$ cat config.mk
export PLATFORM = sky130hd
export DESIGN_NAME = ocp_initiator
export DESIGN_NICKNAME = d
export VERILOG_FILES = /design/src/rtl/ocp_initiator.sv
export SDC_FILE = /design/constraint.sdc
export NUM_CORES = 1
export LEC_CHECK = 0
export ABC_AREA = 0
export CAP_MARGIN = 20
export CORE_UTILIZATION = 48
export DETAILED_ROUTE_END_ITERATION = 10
export PLACE_DENSITY = 0.9
export SYNTH_ARGS = -nofsm -noshare
export SYNTH_HDL_FRONTEND = slang
export SYNTH_SLANG_ARGS = --single-unit
$ cat constraint.sdc
create_clock -name clk -period 5.9 [get_ports clk]
set_clock_uncertainty 0.1 [all_clocks]
set_input_delay 1.18 -clock clk [delete_from_list [all_inputs] [get_ports clk]]
set_output_delay 1.18 -clock clk [all_outputs]
set_load 0.02 [all_outputs]
$ cat src/rtl/ocp_initiator.sv
`default_nettype none
// ============================================================================
//  Module   : ocp_initiator
//  Brief    : Single-outstanding OCP master. Accepts one client request,
//             issues it on the OCP request phase, waits for the slave
//             response (or a cycle-count timeout) and returns a status.
//  Revision : 1.0 - initial release
// ============================================================================

`ifndef ADDR_WIDTH
`define ADDR_WIDTH 32
`endif
`ifndef DATA_WIDTH
`define DATA_WIDTH 32
`endif
`ifndef BEN_WIDTH
`define BEN_WIDTH 4
`endif
`ifndef OCP_CMD_IDLE
`define OCP_CMD_IDLE  3'b000
`endif
`ifndef OCP_CMD_WRITE
`define OCP_CMD_WRITE 3'b001
`endif
`ifndef OCP_CMD_READ
`define OCP_CMD_READ  3'b010
`endif

module ocp_initiator #(
  parameter int TIMEOUT = 255
) (
  input  logic                   clk,
  input  logic                   nrst,
  input  logic                   i_req_valid,
  output logic                   o_req_ready,
  input  logic                   i_req_wr,
  input  logic [`ADDR_WIDTH-1:0] i_req_addr,
  input  logic [`DATA_WIDTH-1:0] i_req_data,
  input  logic [`BEN_WIDTH-1:0]  i_req_ben,
  output logic                   o_rsp_valid,
  input  logic                   i_rsp_ready,
  output logic [`DATA_WIDTH-1:0] o_rsp_data,
  output logic [1:0]             o_rsp_status,
  output logic [`ADDR_WIDTH-1:0] o_MAddr,
  output logic [2:0]             o_MCmd,
  output logic [`DATA_WIDTH-1:0] o_MData,
  output logic [`BEN_WIDTH-1:0]  o_MByteEn,
  input  logic                   i_SCmdAccept,
  input  logic [`DATA_WIDTH-1:0] i_SData,
  input  logic [1:0]             i_SResp
);

  // OCP response codes
  localparam logic [1:0] RESP_NULL = 2'b00;
  localparam logic [1:0] RESP_DVA  = 2'b01;
  localparam logic [1:0] RESP_FAIL = 2'b10;
  localparam logic [1:0] RESP_ERR  = 2'b11;

  // Client status codes
  localparam logic [1:0] ST_OK   = 2'b00;
  localparam logic [1:0] ST_ERR  = 2'b01;
  localparam logic [1:0] ST_FAIL = 2'b10;
  localparam logic [1:0] ST_TMO  = 2'b11;

  // Counter value at which the transaction is abandoned
  localparam logic [15:0] LIMIT = 16'(TIMEOUT - 1);

  typedef enum logic [1:0] {
    IDLE = 2'd0,
    CMD  = 2'd1,
    RESP = 2'd2,
    DONE = 2'd3
  } state_t;

  state_t                   state;
  state_t                   state_nxt;
  logic [15:0]              cnt;
  logic                     cnt_inc;
  logic                     capture;
  logic                     timeout;
  logic                     req_hs;
  logic                     at_limit;
  logic                     resp_seen;
  logic                     wr_q;
  logic [`ADDR_WIDTH-1:0]   addr_q;
  logic [`DATA_WIDTH-1:0]   data_q;
  logic [`BEN_WIDTH-1:0]    ben_q;
  logic [1:0]               cap_status;
  logic [`DATA_WIDTH-1:0]   cap_data;

  assign req_hs    = i_req_valid && (state == IDLE);
  assign at_limit  = (cnt == LIMIT);
  assign resp_seen = (i_SResp != RESP_NULL);

  // State register; reset abandons any transaction in flight
  always_ff @(posedge clk or negedge nrst) begin
    if (!nrst) state <= IDLE;
    else       state <= state_nxt;
  end

  // Next-state decode and OCP/client output generation
  always_comb begin
    state_nxt   = state;
    cnt_inc     = 1'b0;
    capture     = 1'b0;
    timeout     = 1'b0;
    o_req_ready = 1'b0;
    o_rsp_valid = 1'b0;
    o_MCmd      = `OCP_CMD_IDLE;
    o_MAddr     = '0;
    o_MData     = '0;
    o_MByteEn   = '0;
    case (state)
      IDLE: begin
        o_req_ready = 1'b1;
        if (i_req_valid) state_nxt = CMD;
      end
      CMD: begin
        cnt_inc   = 1'b1;
        o_MCmd    = wr_q ? `OCP_CMD_WRITE : `OCP_CMD_READ;
        o_MAddr   = addr_q;
        o_MData   = data_q;
        o_MByteEn = ben_q;
        // A zero-latency reply wins over a timeout on the same edge
        if (i_SCmdAccept && resp_seen) begin
          capture   = 1'b1;
          state_nxt = DONE;
        end else if (at_limit) begin
          timeout   = 1'b1;
          state_nxt = DONE;
        end else if (i_SCmdAccept) begin
          state_nxt = RESP;
        end
      end
      RESP: begin
        cnt_inc = 1'b1;
        if (resp_seen) begin
          capture   = 1'b1;
          state_nxt = DONE;
        end else if (at_limit) begin
          timeout   = 1'b1;
          state_nxt = DONE;
        end
      end
      DONE: begin
        o_rsp_valid = 1'b1;
        if (i_rsp_ready) state_nxt = IDLE;
      end
      default: state_nxt = IDLE;
    endcase
  end

  // Translate the slave reply into client status and read data
  always_comb begin
    cap_status = ST_OK;
    cap_data   = '0;
    case (i_SResp)
      RESP_DVA:  cap_status = ST_OK;
      RESP_ERR:  cap_status = ST_ERR;
      RESP_FAIL: cap_status = ST_FAIL;
      default:   cap_status = ST_OK;
    endcase
    if (!wr_q && (i_SResp == RESP_DVA)) cap_data = i_SData;
  end

  // Request latch, saturating cycle counter and response capture
  always_ff @(posedge clk or negedge nrst) begin
    if (!nrst) begin
      wr_q         <= 1'b0;
      addr_q       <= '0;
      data_q       <= '0;
      ben_q        <= '0;
      cnt          <= '0;
      o_rsp_data   <= '0;
      o_rsp_status <= ST_OK;
    end else begin
      if (req_hs) begin
        wr_q   <= i_req_wr;
        addr_q <= i_req_addr;
        data_q <= i_req_data;
        ben_q  <= i_req_ben;
        cnt    <= '0;
      end else if (cnt_inc && (cnt != 16'hFFFF)) begin
        cnt <= cnt + 16'd1;
      end
      if (capture) begin
        o_rsp_data   <= cap_data;
        o_rsp_status <= cap_status;
      end else if (timeout) begin
        o_rsp_data   <= '0;
        o_rsp_status <= ST_TMO;
      end
    end
  end

endmodule
`default_nettype wire

After elaboration in Yosys (flattened, before gate mapping)
Cells that the tools add are included.

storage, ports and cells
  register bits after elaboration = 121
  input bits = 108
  output and inout port bits = 107

operators by class
  add/sub/neg operators = 1
  eq/ne operators = 12
  mux-type cells = 31
  reductions and logical operators = 11

operators with widths
  operator                                              count
  two-way mux 32 bit                                    5
  two-way mux 16 bit                                    2
  two-way mux 2 bit                                     11
  adder 16 x 1 -> 16 bit, second input constant         1
  equality test 16 x 8 -> 1 bit, second input constant  1
  != test 16 bit, second input constant                 1
  equality test 2 bit, second input constant            4
  two-way mux 1 bit                                     8
  case mux 2 bit (4 select lines)                       1
  nonzero test 2 bit                                    3
  equality test 2 x 1 -> 1 bit, second input constant   2
  logical AND 1 bit                                     4
  two-way mux 4 bit                                     1
  != test 2 bit, second input constant                  2
  != test 4 bit, second input constant                  1
  case mux 1 bit (2 select lines)                       2
  case mux 2 bit (2 select lines)                       1
  AND reduction 4 bit                                   1
  != test 3 bit, second input constant                  1
  logical NOT 2 bit                                     1
  OR reduction 2 bit                                    1
  logical NOT 1 bit                                     1

Longest topological paths before layout
  depth after elaboration = 6
  depth in mapped cells = 8
  gate-level depth less buffers = 6

Worst setup path after synthesis
Ideal clock, no wire load.

  kind = flip-flop to output port
  start point = reg state[1]
  end point = out o_MCmd[1]
  arrival time = 1,478 ps
  required time = 4,620 ps
  slack = 3,142 ps
  stages on the path, launching flop included = 6
  path through = dfrtp_1 > inv_1 > ha_1 > clkbuf_1 > clkbuf_1 > nor2b_1

on the way
  word-level cells in the longest chain between the ends = 2

RTL lines
  item                          line  RTL
  start: declaration            75    state_t state;
  start signal: assignment      98    else state <= state_nxt;
  equality test 2 x 1 -> 1 bit  113   case (state)
  two-way mux 2 bit             113
  end: declaration              45    output logic [2:0] o_MCmd,

No other way between the ends.

Final worst setup path
  start point = reg state[1]
  end point = out o_MData[23]

on the way
  word-level cells in the longest chain between the ends = 2

RTL lines
  item                          line  RTL
  equality test 2 x 1 -> 1 bit  113
  two-way mux 32 bit            113
  end: declaration              46    output logic [`DATA_WIDTH-1:0] o_MData,

No other way between the ends.

==> key figures <==
Run status
  • Status: complete, no violations

Timing
  • Unrepaired setup endpoints after global routing: false
  • Period utilization: a little over 60%
  • F_max: about 280 MHz
  • Worst Tran Pin Value: 1012 ps
  • Fin. Hold Viols: 0
  • Slew Limit Fails: 0
  • Min Hold Slack: about 370 ps
  • Slew Limit Headroom: between 30% and 40%
  • Tmin final: 3636 ps
  • Final setup TNS: 0 ps
  • Setup Viol. Count Final: 0

Critical path
  • Worst R2R End: o_rsp_status[0]$_DFFE_PN0P_
  • CP cell instances: inv_1 -> ha_2 -> buf_12 -> and2_1 -> clkdlybuf4s50_1
  • Crit path to: o_MData[23]
  • CP startpoint: state[1]$_DFFE_PN0P_
  • Kind of critical path: reg -> out
  • Slowest CP cell: clkdlybuf4s50_1
  • Reg2reg setup slack: 3290 ps
  • Critical path launch point type: register
  • Worst Path Required: ~4600 ps
  • Worst-path maximum fanout: 67
  • R2R depth: 6
  • Crit. End Element: output pin
  • Worst EP arrival: about 2400 ps
  • Worst r2r src: state[1]$_DFFE_PN0P_
  • CP max stage delay: 620 ps

Floorplanning
  • Row cnt: 38
  • Die W: ~110 microns
  • Core Box Area: between 10000 and 15000 sq um
  • Initial Util: roughly half
  • Die H: around 110 microns
  • I/O pin total: around 220
  • Die area: 12040 sq um

Synthesis
  • Syn Nets: around 710
  • Register area share after synthesis: 54.37%
  • Post-synthesis register bit count: 121
  • Cells after Synth: roughly 600
  • Post-Syn Area per Cell: a little over 9 sq um
  • Library cells used by synthesis: between 40 and 50
  • Cell area after synthesis: between 5000 and 6000 sq um
  • Syn. warnings: 0
  • Dominant synthesized flop cell: dfrtp_1
  • Async S/R FF share, synth: 100.0%
  • Post-synth EDFFs: 0

GRT
  • Grt total ovfl: 0
  • Initial antenna violation count: 0
  • Largest net degree at the start of global routing: 76
  • Vias in the first global route: 5174
  • First-pass GRT wire length: 24830 microns
  • All-layer global routing usage: a little over a quarter

Final layout
  • Fin nets: 915
  • Layout cells sized above 1: under 10%
  • Post-route cell area: 8307 sq um
  • Diodes inserted: 0
  • Area grow syn2layout: 49.16%
  • Post-Layout Cell Count: about 950
  • Util after Layout: 74.98%

Detailed routing
  • Antenna viol nets, final: 0
  • DRC Markers: 0
  • Drt first pass iters: 4
  • Via-per-instance ratio: roughly 5.3
  • Vias: 5025
  • Initial DRC count: 268
  • WL final: 15540 microns
  • DR WL/cell: between 15 and 20 microns

Power and ir drop
  • Max IR drop VDD: between 300 and 400 uV
  • Leak: around 0.0038 uW
  • Pwr Density: around 480 nW/um^2

Clock tree
  • CTS clk-pin slew, worst paths: about 50 ps
  • # hold bufs at CTS: 0
  • Clk sinks: ~120
  • Clk Latency, worst-skew pair: between 400 and 500 ps
  • CTS tree: yes
  • Root Buffer: clkbuf_16
  • CTS buffer count: 17
  • CTS Buffer Depth: 2
  • Setup Buffers After CTS: 0
  • Post-CTS Resized: 0
  • CTS H-tree depth: 4

Placed design
  • DP Area: ~7800 sq um
  • Placer Congestion: between 0.8 and 0.9
  • I/O Buffers: between 200 and 250
  • Cells after DPL: just over 900
  • Detail Placement HPWL: approximately 10000 microns

Flow run
  • MaxCap Viol Count: 0

Min path
  • Cell count of the worst hold path: 2
  • Worst min-delay path class: reg -> reg
[cell type report]
cell class,instances,area (sq um)
timing repair buffer,219,2200
inverter,9,33.78
tap,140,175.2
multi-input combinational,433,2364
clock inverter,3,17.52
fill,755,2771
sequential,121,3028
clock buffer,26,489.2
[flip-flops by register name, summed over array words and instances (netlist names)]
| signal | flops |
|---|---|
| addr_q | 32 |
| data_q | 32 |
| o_rsp_data | 32 |
| cnt | 16 |
| ben_q | 4 |
| o_rsp_status | 2 |
| state | 2 |
| wr_q | 1 |
[Yosys cell counts (all sizes together), types with 2 or more instances]
cell / number / area share, %
nor3: 7 / 0.63
a21oi: 15 / 1.3
nand4: 5 / 0.56
a41oi: 2 / 0.65
clkbuf: 30 / 2.0
buf: 5 / 0.83
nor4: 3 / 0.72
or3: 8 / 0.90
or2: 3 / 0.34
dfrtp: 121 / 54
nand3: 7 / 0.63
nand2: 217 / 15
ha: 6 / 1.3
inv: 9 / 0.61
a22o: 32 / 5.0
o21ai: 8 / 0.72
a22oi: 2 / 0.27
and4: 2 / 0.31
and2: 72 / 8.1
nand2b: 3 / 0.34
o211ai: 3 / 0.40
o211a: 2 / 0.36
o31ai: 4 / 0.54
nor2b: 4 / 0.45
nor2: 6 / 0.40
a2111o: 2 / 0.40
or4: 4 / 0.54
[metal layers]
metal	part of all wire [%]	track usage, %	vias to the layer above
li1	-	-	2382
met1	40	32.48	2405
met2	51	46.36	208
met3	8.1	8.654	30
met4	1.6	11.05	0
met5	0	0	-
[where the power goes]
part | internal, uW | switching [uW] | total [uW]
combinational | 789 | 951 | 1740
clock | 559 | 336 | 895
sequential | 1140 | 184 | 1330
[layout by cell type (no fill, tap or decap), drive strengths merged, types with 3 or more instances in the layout]
| cell | n |
|---|---|
| nand2 | 217 |
| clkdlybuf4s50 | 212 |
| dfrtp | 121 |
| and2 | 72 |
| a22o | 32 |
| clkbuf | 26 |
| a21oi | 15 |
| inv | 9 |
| o21ai | 8 |
| or3 | 8 |
| nand3 | 7 |
| nor3 | 7 |
| buf | 7 |
| nor2 | 6 |
| ha | 6 |
| nand4 | 5 |
| nor2b | 4 |
| o31ai | 4 |
| or4 | 4 |
| o211ai | 3 |
| nand2b | 3 |
| or2 | 3 |
| nor4 | 3 |
[cell families after synthesis]
kind of cell / Yosys count / synth area share, %
adders and majority gates: 6 / 1.348
other: 1 / 0.06734
and+or+nand+nor: 345 / 29.36
muxes: 1 / 0.1797
AOI/OAI and AO/OA: 78 / 10.90
DFF: 121 / 54.37
buffers and inverters: 44 / 3.460
xor gates and xnor gates: 2 / 0.3146
[worst max-delay path, delay by kind of cell, from the launching register on]
family        cells  cell delay, ps
buf+inv           3            1000
flops             1             420
simple gates      1             180
fa+ha+maj         1             300
[how the worst min path moves through the flow]
stage	from	endpoint	slack (ps)
after global placement	addr_q[10]$_DFFE_PN0P_	addr_q[10]$_DFFE_PN0P_	350
after detailed placement	data_q[27]$_DFFE_PN0P_	data_q[27]$_DFFE_PN0P_	350
final	addr_q[31]$_DFFE_PN0P_	addr_q[31]$_DFFE_PN0P_	370
after CTS	data_q[27]$_DFFE_PN0P_	data_q[27]$_DFFE_PN0P_	370
after floorplan	addr_q[0]$_DFFE_PN0P_	addr_q[0]$_DFFE_PN0P_	340
after global routing	addr_q[16]$_DFFE_PN0P_	addr_q[16]$_DFFE_PN0P_	390
[stage by stage]
| step | worst slack [ps] | total power (uW) |
|---|---|---|
| floorplan | 3142 | 2307 |
| global placement | 2340 | 2971 |
| detailed placement | 2273 | 3039 |
| CTS | 1815 | 3969 |
| global route | 2140 | 4209 |
| finish | 2264 | 3963 |
Power figures use the tool's default switching activity.
==> patch 1, RTL diff (same settings) <==
Put one more register stage on the output `o_rsp_status`, cleared by the reset. The value now appears one clock later. The other outputs are not delayed to match.
--- a/src/rtl/ocp_initiator.sv
+++ b/src/rtl/ocp_initiator.sv
@@ -74,2 +74,4 @@
 
+  logic [1:0] o_rsp_status_s0;
+
   state_t                   state;
@@ -174,3 +176,3 @@
       o_rsp_data   <= '0;
-      o_rsp_status <= ST_OK;
+      o_rsp_status_s0 <= ST_OK;
     end else begin
@@ -187,7 +189,15 @@
         o_rsp_data   <= cap_data;
-        o_rsp_status <= cap_status;
+        o_rsp_status_s0 <= cap_status;
       end else if (timeout) begin
         o_rsp_data   <= '0;
-        o_rsp_status <= ST_TMO;
-      end
+        o_rsp_status_s0 <= ST_TMO;
+      end
+    end
+  end
+
+  always_ff @(posedge clk or negedge nrst) begin
+    if (!nrst) begin
+      o_rsp_status <= '0;
+    end else begin
+      o_rsp_status <= o_rsp_status_s0;
     end
Behaviour: not the same (Yosys sat finds a counterexample within 4 cycles, from zero or initial values and one cycle with nrst low).
==> patch 1 against the original RTL <==
  * Synthesized area rose by 1.3%
  * Via count rose by 2.0%
  * Global-route usage fell by 0.90 points
  * Sequential cell count rose by 2
  * Non-clock buffer count rose by 1
  * Sequential share of layout area barely moved
  * Routed wire length rose by 0.82%
  * Total power rose by 4.6%
  * Clock power rose by 17%
  * Synthesized cell count rose by 1.5%
  * Final area rose by 1.8%
  * Cell count rose by 1.4%
  * Setup slack got worse by 190 ps
==> patch 1: results (changes against the original RTL) <==
STA
  – Slew headroom: 29.3% (-3.0 points)
  – Final hold slack: 275 ps (-92.0 ps)
  – Setup TNS: 0 ps (unchanged)
  – Max frequency: 0.261 GHz (-5.0%)

Worst setup path
  – FF-to-FF End: o_rsp_data[19]
  – R2R Path Start: cnt[0]
  – FF-to-FF setup slack: 3260 ps (-30 ps)
  – Critical-path maximum fanout: 45 (-33%)
  – Arrival time at the worst endpoint: 2550 ps (+190 ps)
  – Reg2Reg Depth: 7 (+1)

Global routing
  – First-pass GRT wire length: 26.0 mm (+4.6%)
  – Initial antenna violation count: 0 (unchanged)
  – Vias in the first global route: 5201 (+0.52%)
  – Total GRT Usage: 26.5% (-0.90 points)
  – Largest net degree at the start of global routing: 80 (+5.3%)

Min path
  – Hold Path Cell Cnt: 0 (-2)
  – HP Start: o_rsp_status_s0[1]
  – Worst Hold End: o_rsp_status[1]
  – Hold Crit Class: flop to flop

Power and ir drop
  – Switching power: 1.50 mW (+2.3%)
  – Leakage: 3.92 nW (+2.4%)
  – Maximum VDD drop: 0.000327 V (-2.3%)

Placement
  – GP Congestion: 0.875 (-0.58%)
  – Pre-CTS setup slack: 2250 ps (-26.2 ps)
  – Placed cell area: 0.00782 mm^2 (+0.74%)
  – Placed insts: 930 (+1.1%)
  – Port bufs: 213 (unchanged)
  – Dpl hpwl: 10.6 mm (+0.95%)

Cells and area
  – Final nets: 922 (+0.77%)
  – N_diodes: 0 (unchanged)
  – Post-route cell area: 0.00846 mm^2 (+1.8%)
  – Top flop regs: addr_q: 32 flops, data_q: 32 flops, o_rsp_data: 32 flops
  – # fillers: 830 (+9.9%)
  – Layout cell share with drive strength beyond 1: 5.85% (+0.91 points)

Clock network
  – Worst-Skew Late Latency: 400 ps (-20 ps)
  – Root buf cell: clkbuf_16
  – CTS H-tree lvls: 4 (unchanged)
  – Post-CTS sizing: 0 (unchanged)
  – TritonCTS Buffers: 17 (unchanged)

Status
  – Status: finished clean

Logic synthesis
  – Register area share after synthesis: 54.6% (+0.20 points)
  – Synth top area cells: dfrtp_1 (55%), nand2_1 (15%), and2_1 (7.8%), a22o_1 (5.0%), clkbuf_1 (1.8%)
  – Yosys warning count: 0 (unchanged)
  – Distinct cells, synth: 47 (-4.1%)
  – Synth top cells by count: nand2_1 (225), dfrtp_1 (123), and2_1 (70), a22o_1 (32), clkbuf_1 (27)
  – Avg Cell Area, Syn: 9.29 um^2 (-0.22%)
  – Async S/R FF share, synth: 100% (unchanged)
  – Top_reg_cell synth: dfrtp_1
  – Syn nets: 721 (+1.3%)

Detailed routing
  – WL per Instance: 16.2 um (-0.54%)
  – DR iter-0 viols: 410 (+53%)
  – Via count: 5124 (+2.0%)
  – Drt pass-1 iters: 4 (unchanged)
  – Vias/cell: 5.32 (+0.60%)
patch 1: power by group through the flow:
| stage | logic [mW] | clock network, mW | registers, mW |
|---|---|---|---|
| after floorplan | 0.961 | 0 | 1.38 |
| after global placement | 1.66 | 0 | 1.35 |
| after detailed placement | 1.72 | 0 | 1.35 |
| after CTS | 1.73 | 1.06 | 1.35 |
| after global routing | 1.88 | 1.10 | 1.39 |
| final | 1.75 | 1.05 | 1.35 |
patch 1: cells by family after synthesis:
| logic type | after synthesis | share of synthesized area (%) |
|---|---|---|
| and+or+nand+nor | 349 | 28.7 |
| DFF | 123 | 54.6 |
| AOI/OAI and AO/OA | 76 | 10.6 |
| buffers and inverters | 46 | 3.73 |
| adders and majority gates | 6 | 1.33 |
| muxes | 5 | 0.887 |
| other | 1 | 0.0665 |
| xor gates and xnor gates | 1 | 0.155 |
patch 1: routing by layer:
layer  share of wire [%]  track usage [%]
met1                  41             32.9
met4                 2.0             9.33
met2                  51             44.6
met3                 6.6             7.24
met5                   0                0
patch 1: how the worst max path moves through the flow:
stage / to / startpoint
floorplan: o_MCmd[1] / state[1]
global placement: o_MAddr[1] / state[1]
detailed placement: o_MAddr[27] / state[1]
CTS: o_MAddr[1] / state[1]
global route: o_MAddr[1] / state[1]
finish: o_MData[1] / state[1]
patch 1: layout make-up:
| class | instances | area share [%] |
|---|---|---|
| Clock buffer | 21 | 5.45 |
| Clock inverter | 11 | 1.69 |
| Inverter | 8 | 0.355 |
| Multi-Input combinational cell | 438 | 28.0 |
| Sequential cell | 123 | 36.4 |
| Tap cell | 143 | 2.12 |
| Timing Repair Buffer | 220 | 26.0 |
patch 1: critical path: stages, from the launching register on:
cell and delay, ps:
dfrtp_1 410, inv_1 130, ha_2 560, buf_16 240, and2_1 180, clkdlybuf4s50_1 610
==> patch 2, RTL diff (same settings) <==
Without the edit above. The macro `ADDR_WIDTH` goes from 32 to 16.
--- a/src/rtl/ocp_initiator.sv
+++ b/src/rtl/ocp_initiator.sv
@@ -10,3 +10,3 @@
 `ifndef ADDR_WIDTH
-`define ADDR_WIDTH 32
+`define ADDR_WIDTH 16
 `endif
Interface: changed (resized i_req_addr and o_MAddr); port bits go from 215 to 183. No check against the original RTL was run, so the function may have changed too.
==> patch 2 against the original RTL <==
  * Total power is 23% lower
  * Final area is 16% lower
  * Register-to-register slack worse by 220 ps
  * First-iteration DRC count is 6.0% lower
  * Global-route usage is 2.2 points lower
  * Maximum frequency is 0.11% lower
  * Setup slack worse by 4.1 ps
  * Die area is 12% lower
  * Count of clock-buffer cells in the layout is 16 lower
  * Core utilization is 3.9 points lower
  * Routed wire length is 15% lower
  * Synthesized area is 12% lower
  * Sequential cell count is 16 lower
  * Synthesized cell count is 14% lower
  * Highest routed layer unchanged
==> patch 2: results (changes against the original RTL) <==
Power and ir drop
  – Leakage: 3.23 nW (-16%)
  – Maximum VDD drop: 0.000211 V (-37%)
  – Pwr/cell area: 437 mW/mm^2 (-8.3%)

Detailed routing
  – DR iter-0 viols: 252 (-6.0%)
  – Via count: 4352 (-13%)
  – Final WL: 13.2 mm (-15%)
  – Drt pass-1 iters: 4 (unchanged)

Floorplan
  – Die W: 103 um (-6.2%)

Clock network
  – Root buf cell: clkbuf_8
  – Post-CTS setup buffers: 0 (unchanged)
  – TritonCTS Buffers: 9 (-8)
  – CTS H-tree lvls: 3 (-1)
  – CTS max path bufs: 2 (unchanged)
  – CTS clk-pin slew, worst paths: 100 ps (+50 ps)
  – Worst-Skew Late Latency: 370 ps (-50 ps)

Worst setup path
  – Critical-path maximum fanout: 59 (-12%)
  – Reg2Reg Depth: 7 (+1)

Global routing
  – Total GRT Usage: 25.3% (-2.2 points)
  – First-pass GRT wire length: 20.9 mm (-16%)
  – Largest net degree at the start of global routing: 71 (-6.6%)
  – Initial antenna violation count: 0 (unchanged)
  – Vias in the first global route: 4337 (-16%)

STA
  – Slew headroom: 33.8% (+1.5 points)
  – Min cycle time layout: 3640 ps (+4.11 ps)

Min path
  – HP Start: addr_q[12]
  – Hold Crit Class: flop to flop

Logic synthesis
  – Async S/R FF share, synth: 100% (unchanged)
  – Syn nets: 615 (-14%)
  – Yosys warning count: 0 (unchanged)
  – Synth top area cells: dfrtp_1 (54%), nand2_1 (14%), and2_1 (7.2%), a22o_1 (5.7%), ha_1 (1.5%)
  – Top_reg_cell synth: dfrtp_1
  – Synth top cells by count: nand2_1 (179), dfrtp_1 (105), and2_1 (56), a22o_1 (32), clkbuf_1 (19)
  – Register area share after synthesis: 53.7% (-0.65 points)
  – Distinct cells, synth: 50 (+2.0%)

Cells and area
  – Layout cell share with drive strength beyond 1: 4.64% (-0.29 points)
  – N_diodes: 0 (unchanged)
  – Final nets: 783 (-14%)
  – Top flop regs: data_q: 32 flops, o_rsp_data: 32 flops

Placement
  – Pre-CTS setup slack: 2530 ps (+259 ps)
  – Placed cell area: 0.00677 mm^2 (-13%)
  – GP Congestion: 0.881 (about the same)
  – Port bufs: 181 (-15%)
  – Dpl hpwl: 9.37 mm (-11%)

Status
  – Status: finished clean
[patch 2: worst paths after layout]
| path | to | slack, ps |
|---|---|---|
| max | o_MData[5] | 2260 |
| min | addr_q[12] | 370 |
| max reg2reg | o_rsp_status[0] | 3070 |
| min reg2reg | addr_q[12] | 370 |
| max in group asynchronous | data_q[21] | 3830 |
| min in group asynchronous | o_rsp_data[26] | 660 |
[patch 2: worst max-delay path, stage by stage (launching register included)]
cell,delay (ps)
dfrtp_1,440
inv_1,120
ha_1,150
buf_4,390
and2_1,210
clkdlybuf4s50_1,650
[patch 2: per-layer routing]
layer | global-route usage [%] | vias to the layer above | wire length [um]
met2 | 43.3 | 148 | 6800
met3 | 6.03 | 29 | 784
met4 | 8.67 | 0 | 347
li1 | - | 2059 | -
met5 | 0 | - | 0
met1 | 31.4 | 2116 | 5260
[patch 2: kinds of logic after synthesis]
logic type,count (synthesis),share of synthesized area [%]
mux,5,1.02
compound gates,74,12.0
flops,105,53.7
fa+ha+maj,6,1.53
simple gates,286,27.8
xor+xnor,1,0.179
other cells,1,0.0767
buf+inv,39,3.63
[patch 2: metrics by stage]
stage,power (mW),util (%),std cells,hold WS [ps]
after detailed placement,2.63,68.9,806,354
final,3.05,71.1,823,374
after global placement,2.56,68.9,806,349
after global routing,3.25,71.1,823,397
after CTS,3.06,70.8,822,378
after floorplan,2.00,-,517,337
[patch 2: layout make-up]
cell class	count	area, um^2
Fill cell	738	2840
Sequential cell	105	2630
Multi-Input combinational cell	373	2100
Timing Repair Buffer	186	1870
Tap cell	133	166
Clock buffer	10	138
Clock inverter	6	47.5
Inverter	10	37.5
[patch 2: power breakdown]
group	total (mW)	switching, mW	internal [mW]	leakage, nW
clock network	0.425	0.253	0.171	0.0994
registers	1.13	0.154	0.978	1.36
logic	1.49	0.815	0.680	1.77
